==> src/rtl/bus_regfile_mux_if.sv <==
// Bus/register-file port bundle: control-side sources and selects
// in, bus, register file and status out.
interface bus_regfile_mux_if #(
  parameter int WORD = 16,
  parameter int NREG = 8,
  parameter int CNTW = 16
) ();
  logic [WORD-1:0]      din;
  logic [WORD-1:0]      g_in;
  logic [NREG+1:0]      sel;
  logic [NREG-1:0]      rin;
  logic                 err_clr;
  logic [WORD-1:0]      bus;
  logic [WORD*NREG-1:0] reg_out;
  logic                 sel_ok;
  logic                 err;
  logic [CNTW-1:0]      xfer_cnt;

  modport master (
    output din, g_in, sel, rin, err_clr,
    input  bus, reg_out, sel_ok, err, xfer_cnt
  );

  modport slave (
    input  din, g_in, sel, rin, err_clr,
    output bus, reg_out, sel_ok, err, xfer_cnt
  );
endinterface

==> src/rtl/bus_regfile_mux.sv <==
// Shared datapath bus with one-hot source select, register file,
// hold-on-illegal-select, sticky error flag and transfer counter.
module bus_regfile_mux #(
  parameter int WORD = 16,
  parameter int NREG = 8,
  parameter int CNTW = 16
) (
  input  logic             clk,
  input  logic             rst,
  bus_regfile_mux_if.slave io
);

  if (NREG < 1 || NREG > 32) begin : g_cfg_err
    $error("bus_regfile_mux: NREG must be 1..32");
  end

  logic [WORD-1:0] r_q [NREG];
  logic [WORD-1:0] r_d [NREG];
  logic [WORD-1:0] hold_q, hold_d;
  logic            err_q, err_d;
  logic [CNTW-1:0] cnt_q, cnt_d;
  logic [WORD-1:0] src;
  logic [WORD-1:0] bus;
  logic            sel_ok;

  assign sel_ok = $onehot(io.sel);

  // Only one source can match under a legal select, so no OR-ing.
  always_comb begin
    src = '0;
    if (io.sel[0]) src = io.din;
    if (io.sel[1]) src = io.g_in;
    for (int i = 0; i < NREG; i++) begin
      if (io.sel[2+i]) src = r_q[i];
    end
  end

  assign bus = sel_ok ? src : hold_q;

  always_comb begin
    hold_d = hold_q;
    err_d  = err_q;
    cnt_d  = cnt_q;
    for (int i = 0; i < NREG; i++) begin
      r_d[i] = r_q[i];
    end
    if (sel_ok) begin
      hold_d = bus;
      for (int i = 0; i < NREG; i++) begin
        if (io.rin[i] && !io.sel[2+i]) r_d[i] = bus;
      end
      if (|io.rin) cnt_d = cnt_q + 1'b1;
      if (io.err_clr) err_d = 1'b0;
    end else begin
      err_d = 1'b1;
    end
  end

  always_ff @(posedge clk) begin
    if (rst) begin
      hold_q <= '0;
      err_q  <= 1'b0;
      cnt_q  <= '0;
      for (int i = 0; i < NREG; i++) begin
        r_q[i] <= '0;
      end
    end else begin
      hold_q <= hold_d;
      err_q  <= err_d;
      cnt_q  <= cnt_d;
      for (int i = 0; i < NREG; i++) begin
        r_q[i] <= r_d[i];
      end
    end
  end

  for (genvar i = 0; i < NREG; i++) begin : g_rout
    assign io.reg_out[WORD*i +: WORD] = r_q[i];
  end

  assign io.bus      = bus;
  assign io.sel_ok   = sel_ok;
  assign io.err      = err_q;
  assign io.xfer_cnt = cnt_q;

endmodule
==> src/flat_wrapper.sv <==
// flat-port wrapper written by rule: the top's interface ports become plain ports
module bus_regfile_mux_flat 
#(
  parameter int WORD = 16,
  parameter int NREG = 8,
  parameter int CNTW = 16
)
  (clk, rst, io_din, io_g_in, io_sel, io_rin, io_err_clr, io_bus, io_reg_out, io_sel_ok, io_err, io_xfer_cnt);
  bus_regfile_mux_if #(.WORD(WORD), .NREG(NREG), .CNTW(CNTW)) io_i ();
  input  logic clk;
  input  logic rst;
  input wire logic [$bits(io_i.din)-1:0] io_din;
  input wire logic [$bits(io_i.g_in)-1:0] io_g_in;
  input wire logic [$bits(io_i.sel)-1:0] io_sel;
  input wire logic [$bits(io_i.rin)-1:0] io_rin;
  input wire logic [$bits(io_i.err_clr)-1:0] io_err_clr;
  output wire logic [$bits(io_i.bus)-1:0] io_bus;
  output wire logic [$bits(io_i.reg_out)-1:0] io_reg_out;
  output wire logic [$bits(io_i.sel_ok)-1:0] io_sel_ok;
  output wire logic [$bits(io_i.err)-1:0] io_err;
  output wire logic [$bits(io_i.xfer_cnt)-1:0] io_xfer_cnt;
  assign io_i.din = io_din;
  assign io_i.g_in = io_g_in;
  assign io_i.sel = io_sel;
  assign io_i.rin = io_rin;
  assign io_i.err_clr = io_err_clr;
  assign io_bus = io_i.bus;
  assign io_reg_out = io_i.reg_out;
  assign io_sel_ok = io_i.sel_ok;
  assign io_err = io_i.err;
  assign io_xfer_cnt = io_i.xfer_cnt;
  bus_regfile_mux #(.WORD(WORD), .NREG(NREG), .CNTW(CNTW)) u_core (.clk(clk), .rst(rst), .io(io_i));
endmodule
==> config.mk <==
export PLATFORM = sky130hd
export DESIGN_NAME = bus_regfile_mux_flat
export DESIGN_NICKNAME = d
export VERILOG_FILES = /design/src/rtl/bus_regfile_mux_if.sv /design/src/rtl/bus_regfile_mux.sv /design/src/flat_wrapper.sv
export SDC_FILE = /design/constraint.sdc
export NUM_CORES = 1
export LEC_CHECK = 0
export BUFFER_PORTS_ARGS = -buffer_cell sky130_fd_sc_hd__buf_2
export CAP_MARGIN = 10
export CELL_PAD_IN_SITES_DETAIL_PLACEMENT = 1
export CELL_PAD_IN_SITES_GLOBAL_PLACEMENT = 1
export CORE_MARGIN = 2
export CORE_UTILIZATION = 44
export CTS_BUF_LIST = sky130_fd_sc_hd__clkbuf_4 sky130_fd_sc_hd__clkbuf_8
export DETAILED_ROUTE_END_ITERATION = 6
export PLACE_DENSITY = 0.93
export SETUP_SLACK_MARGIN = 0.05
export SYNTH_ARGS = -nofsm -noshare
export SYNTH_HDL_FRONTEND = slang
export SYNTH_SLANG_ARGS = --single-unit
==> constraint.sdc <==
create_clock -name clk -period 7.2 [get_ports clk]
set_input_delay 0 -clock clk [delete_from_list [all_inputs] [get_ports clk]]
set_output_delay 0 -clock clk [all_outputs]
set_load 0.01 [all_outputs]
======== Word level (Yosys, flattened, before mapping) ========
Memories as Yosys holds them, arrays and structs flattened.
Cells that the tools add are included.
W data, S select, Z words.
word-level totals
  input bits .............................. 53
  logic and storage cells ................. 75
  bits in registers ....................... 33
  RAM bits ................................ 128
  output and inout bits ................... 162
  memories ................................ 1
cells by class
  bitwise operators ....................... 8
  multiplexer cells ....................... 33
  add/sub/neg operators ................... 10
  reductions and logical operators ........ 18
  eq/ne operators ......................... 2
memories
  memory      depth  bits a word  rd ports  clocked after Yosys merged registers in  wr ports  line                   text
  u_core.r_q  8      16           8         0                                        8         bus_regfile_mux.sv:17  logic [WORD-1:0] r_q [NREG];
operators by type and width
  kind                     number
  $mux W16                 27
  $mux W128                1
  $add A16 B1 Y16 const B  1
  $add A4 B4 Y4            4
  $add A1 B1 Y2            5
  $logic_and A1 B1 Y1      8
  $logic_not A1 Y1         8
  $or A1 B1 Y1             8
  $reduce_or A8 Y1         1
  $mux W1                  5
  $eq A4 B1 Y1 const B     1
  $ne A2 B2 Y1 const B     1
  $reduce_and A2 Y1        1

======== Longest topological paths before layout ========
  depth after elaboration ................. 14
  mapped depth ............................ 15
  mapped depth without buffers ............ 14

======== Least setup slack after synthesis ========
OpenSTA, ideal clock, no wires.
  path type ............................... input port to flip-flop
  start ................................... input port io_sel[0]
  end ..................................... memory u_core.r_q[7][5], in the netlist u_core.r_q[1][53]
  setup slack ............................. 3.793 ns
  library setup time ...................... 0.059 ns
  stages .................................. 15
  data arrival time ....................... 3.349 ns
  data required time ...................... 7.141 ns
  buffers on the path ..................... 2
  cell sequence ........................... ha_1 inv_1 fa_1 fa_1 inv_1 fa_1 inv_1 fa_1 and3b_1 buf_2 nand2_4 inv_1 a31oi_4 buf_4 a22o_1
RTL lines
  what             line                   text
  start, declared  flat_wrapper.sv:14     input wire logic [$bits(io_i.sel)-1:0] io_sel;
  end, declared    bus_regfile_mux.sv:17

==> impl_results.md <==
- Critical-path cell list: buf_2 > ha_1 > inv_1 > fa_1 > fa_1 > inv_1 > fa_1 > inv_1 > fa_1 > and3b_1 > nand2_4 > nor4b_4 > a22o_1
- CP max stage cell: nor4b_4
- Site row count: 49
- Synth area leaders: dfxtp_1 (40%), nand3b_1 (11%), o21ai_0 (5.7%)
- Clock sink count: 161
- Final hold vios: 0
- Worst R2R End: u_core.r_q[0][56]
- Worst path buffer plus inverter count: 4
- Non-filler cells, final: 1334
- Leakage: 3.97 nW
- Later-pin clock latency in the skew report: 0.49 ns
- Clock buffer depth: 2
- Setup TNS: 0 ns
- Post-DP Area: 9080 um^2
- Hpwl dp: 20900 um
- Syn-to-layout area delta: 18.0%
- Worst Slack Setup Final: 2.98 ns
- RSZ-0062 raised after global routing: false
- Fmax: 0.237 GHz
- Fin crit period: 4.22 ns
- Cells after Synth: 921
- Largest stage delay, worst path: 0.97 ns
- Maximum vdd drop: 0.123 mV
- Post-synth cell types: 50
- Total track usage: 29.9%
- End-of-flow core utilization: 52.9%
- DR pass1 iterations: 5
- Filler cell count: 2184
- Setup bufs post-CTS: 0
- Power density over cell area: 216 nW/um^2
- Hold Path Stages: 3
- Initial antenna violation count: 0
- Leading area contributor after synthesis: dfxtp_1
- Overall routed net length: 29800 um
- Synth Cell Area: 8060 um^2
- Share of layout cells above drive strength 1: 26.4%
- Required time worst endpoint: 7.63 ns
- FF-to-FF Start: u_core.r_q[0][56]
- Worst-margin pin slew: 1.28 ns
- Synthesized flop and latch total: 161
- Sequential share of the synthesized area: 40.0%
- Num CTS Buffers: 17
- Crit path DAT: 4.65 ns
- Placed Cells: 1295
- Status: finished, final reports clean
- Kind of end point of the critical path: register
- R2R Setup Slk: 5.30 ns
- H-tree level count: 4
- DRC marker count from the first detailed-route iteration: 588
- EDFF count, synth: 0
- Nets@finish: 1158
- Worst hold path class: in2reg
- Met3 usage: 6.47%
- Die height: 139 um
- Max cap viols: 0
- Final worst-path cycle share: 58.6%
- Die Footprint: 19400 um^2
- Cell mode on critical path: fa_1
- Met2 Use GR: 47.6%
- Via density: 6.16
- Rel. slew slack: 14.6%
- DR WL/cell: 22.3 um
- Crit Path Max Fanout: 19
- Asr flop ratio synth: 0%
- Largest net degree at the start of global routing: 107
- Mapped Avg Cell Area: 8.75 um^2
- IO Count: 215
- WHS: 0.105 ns
- Resized Gates After CTS: 0
- WHS Endpoint: u_core.r_q[1][50]
- Dpl ws: 2.26 ns
- Net Count, Synth: 988
- Final setup fails: 0
- Max-slew violation count: 0
- R2R cell count: 4
- Warnings, synthesis: 0
- Post-synth top flop: dfxtp_1
- Core area: 18000 um^2
- Top cell family by delay on the critical path: adder cells
- Vias in the first global route: 8081
- Buffers on Ports: 214
- CTS tree: built
- Worst Setup Start Kind: input pin
- Root Buffer: clkbuf_8
- Design Area, Final: 9510 um^2
- Crit Path Category: in2reg
- Clock slew at reported path FFs: 0.09 ns
- Total power: 2.06 mW
- Grt total ovfl: 0
- Clock skew: 0.0141 ns
- Antenna-violating nets left: 0
- DRC errors left: 0
- Grt met1 use: 40.9%
- Chip width: 139 um
- Via Count: 8220
- Starting density of the core: 44.8%
- Gr busiest metal: met2
- Global-route wire length before repair: 46100 um
- Yosys top cell area share: 40.0%
- Hold wc startpoint: io_rin[7]
- GPL Wtd Cong: 0.838
==> metal layers <==
layer / vias to the layer above / wire length [um]
met1: 4055 / 13100
met2: 402 / 13700
met5: - / 0
li1: 3715 / -
met4: 0 / 609
met3: 48 / 2380
==> sequential cells by signal, summed over array words and instances, names as in the netlist <==
signal,flops
u_core.io.err,1
u_core.r_q,128
u_core.hold_q,16
u_core.io.xfer_cnt,16
==> final cells by class <==
| cell class | count | area, um^2 | share of cell area, % |
|---|---|---|---|
| multi-input cells | 667 | 4390 | 46.2 |
| flip-flops and latches | 161 | 3220 | 33.9 |
| repair buffers | 226 | 1190 | 12.5 |
| well taps | 229 | 287 | 3.01 |
| clock buffers | 18 | 248 | 2.61 |
| clock inverters | 14 | 104 | 1.09 |
| inverters | 18 | 67.6 | 0.711 |
| diodes | 1 | 2.50 | 0.0263 |
==> cell families after synthesis <==
kind of cell               Yosys count  synth area share [%]
AOI/OAI and AO/OA                  278                  23.9
xor gates and xnor gates            15                  1.63
adders and majority gates           14                  2.73
buffers and inverters               93                  5.50
DFF                                161                  40.0
muxes                                1                 0.124
and+or+nand+nor                    359                  26.1
==> power by group <==
part / switching (mW) / leakage [nW] / total [mW] / internal, mW
sequential: 0.0228 / 1.30 / 0.939 / 0.917
clock: 0.373 / 0.177 / 0.624 / 0.251
combinational: 0.348 / 2.49 / 0.492 / 0.144
total: 0.744 / 3.97 / 2.06 / 1.31
==> tightest hold or removal path, stage by stage <==
cell and delay [ns]:
buf_2 0.13, nor4b_4 0.21, a22o_1 0.20
==> Yosys cell counts (2+ instances only) <==
master,count
and3_1,2
nor4_1,3
buf_6,7
nand3b_1,113
o21ai_2,16
dfxtp_1,161
xor2_1,12
o31a_1,16
inv_1,18
o21a_1,16
buf_2,23
ha_1,8
nor2b_1,18
xnor2_1,3
nand2_1,71
nor3_1,31
a221oi_2,11
fa_1,6
nand3_1,3
a21oi_1,18
nand2b_1,2
buf_4,3
or2_1,2
o21ai_1,36
nand4_1,13
a22o_1,16
nand4b_1,7
and4_1,2
clkbuf_1,41
a22oi_1,16
a221oi_1,20
o21ai_0,92
nor2_1,67
nor3b_1,17
o221ai_1,16
==> how the worst max path moves through the flow <==
stage	startpoint	endpoint	cells after the start
final	io_sel[1]	u_core.r_q[1][53]	13
after global routing	io_sel[1]	u_core.r_q[1][41]	14
after CTS	io_sel[1]	u_core.r_q[0][60]	13
after detailed placement	io_sel[1]	u_core.r_q[1][30]	13
after global placement	io_sel[1]	u_core.r_q[1][31]	13
after floorplan	io_sel[0]	u_core.r_q[1][53]	15
==> cell usage in the layout, fill, tap and decap left out, types with 3 or more instances in the layout <==
cell type | synthesis | routed
nand2_1 | 71 | 71
clkinv_2 | 0 | 4
a21oi_1 | 18 | 18
nor3b_1 | 17 | 17
inv_1 | 18 | 18
nand4b_1 | 7 | 7
o21ai_1 | 36 | 36
xor2_1 | 12 | 12
a22o_1 | 16 | 16
dfxtp_1 | 161 | 161
fa_1 | 6 | 6
nor3_1 | 31 | 31
nor4_1 | 3 | 3
o31a_1 | 16 | 16
inv_6 | 0 | 6
a221oi_2 | 11 | 11
o21ai_0 | 92 | 92
nor2_1 | 67 | 67
xnor2_1 | 3 | 3
a221oi_1 | 20 | 20
buf_4 | 3 | 7
a22oi_1 | 16 | 16
nor2b_1 | 18 | 18
nand3b_1 | 113 | 113
o21a_1 | 16 | 16
nand3_1 | 3 | 3
clkbuf_8 | 0 | 18
ha_1 | 8 | 8
buf_6 | 7 | 3
clkinvlp_4 | 0 | 3
o21ai_2 | 16 | 16
buf_2 | 23 | 213
nand4_1 | 13 | 13
o221ai_1 | 16 | 16
==> what timing repair did <==
| action | 4_1_cts | 5_1_grt |
|---|---|---|
| hold buffers | 2 | 0 |
| setup endpoints to repair | 0 | 0 |
| endpoints found under the hold margin | 7 | 0 |
(Power assumes the default switching activity.)
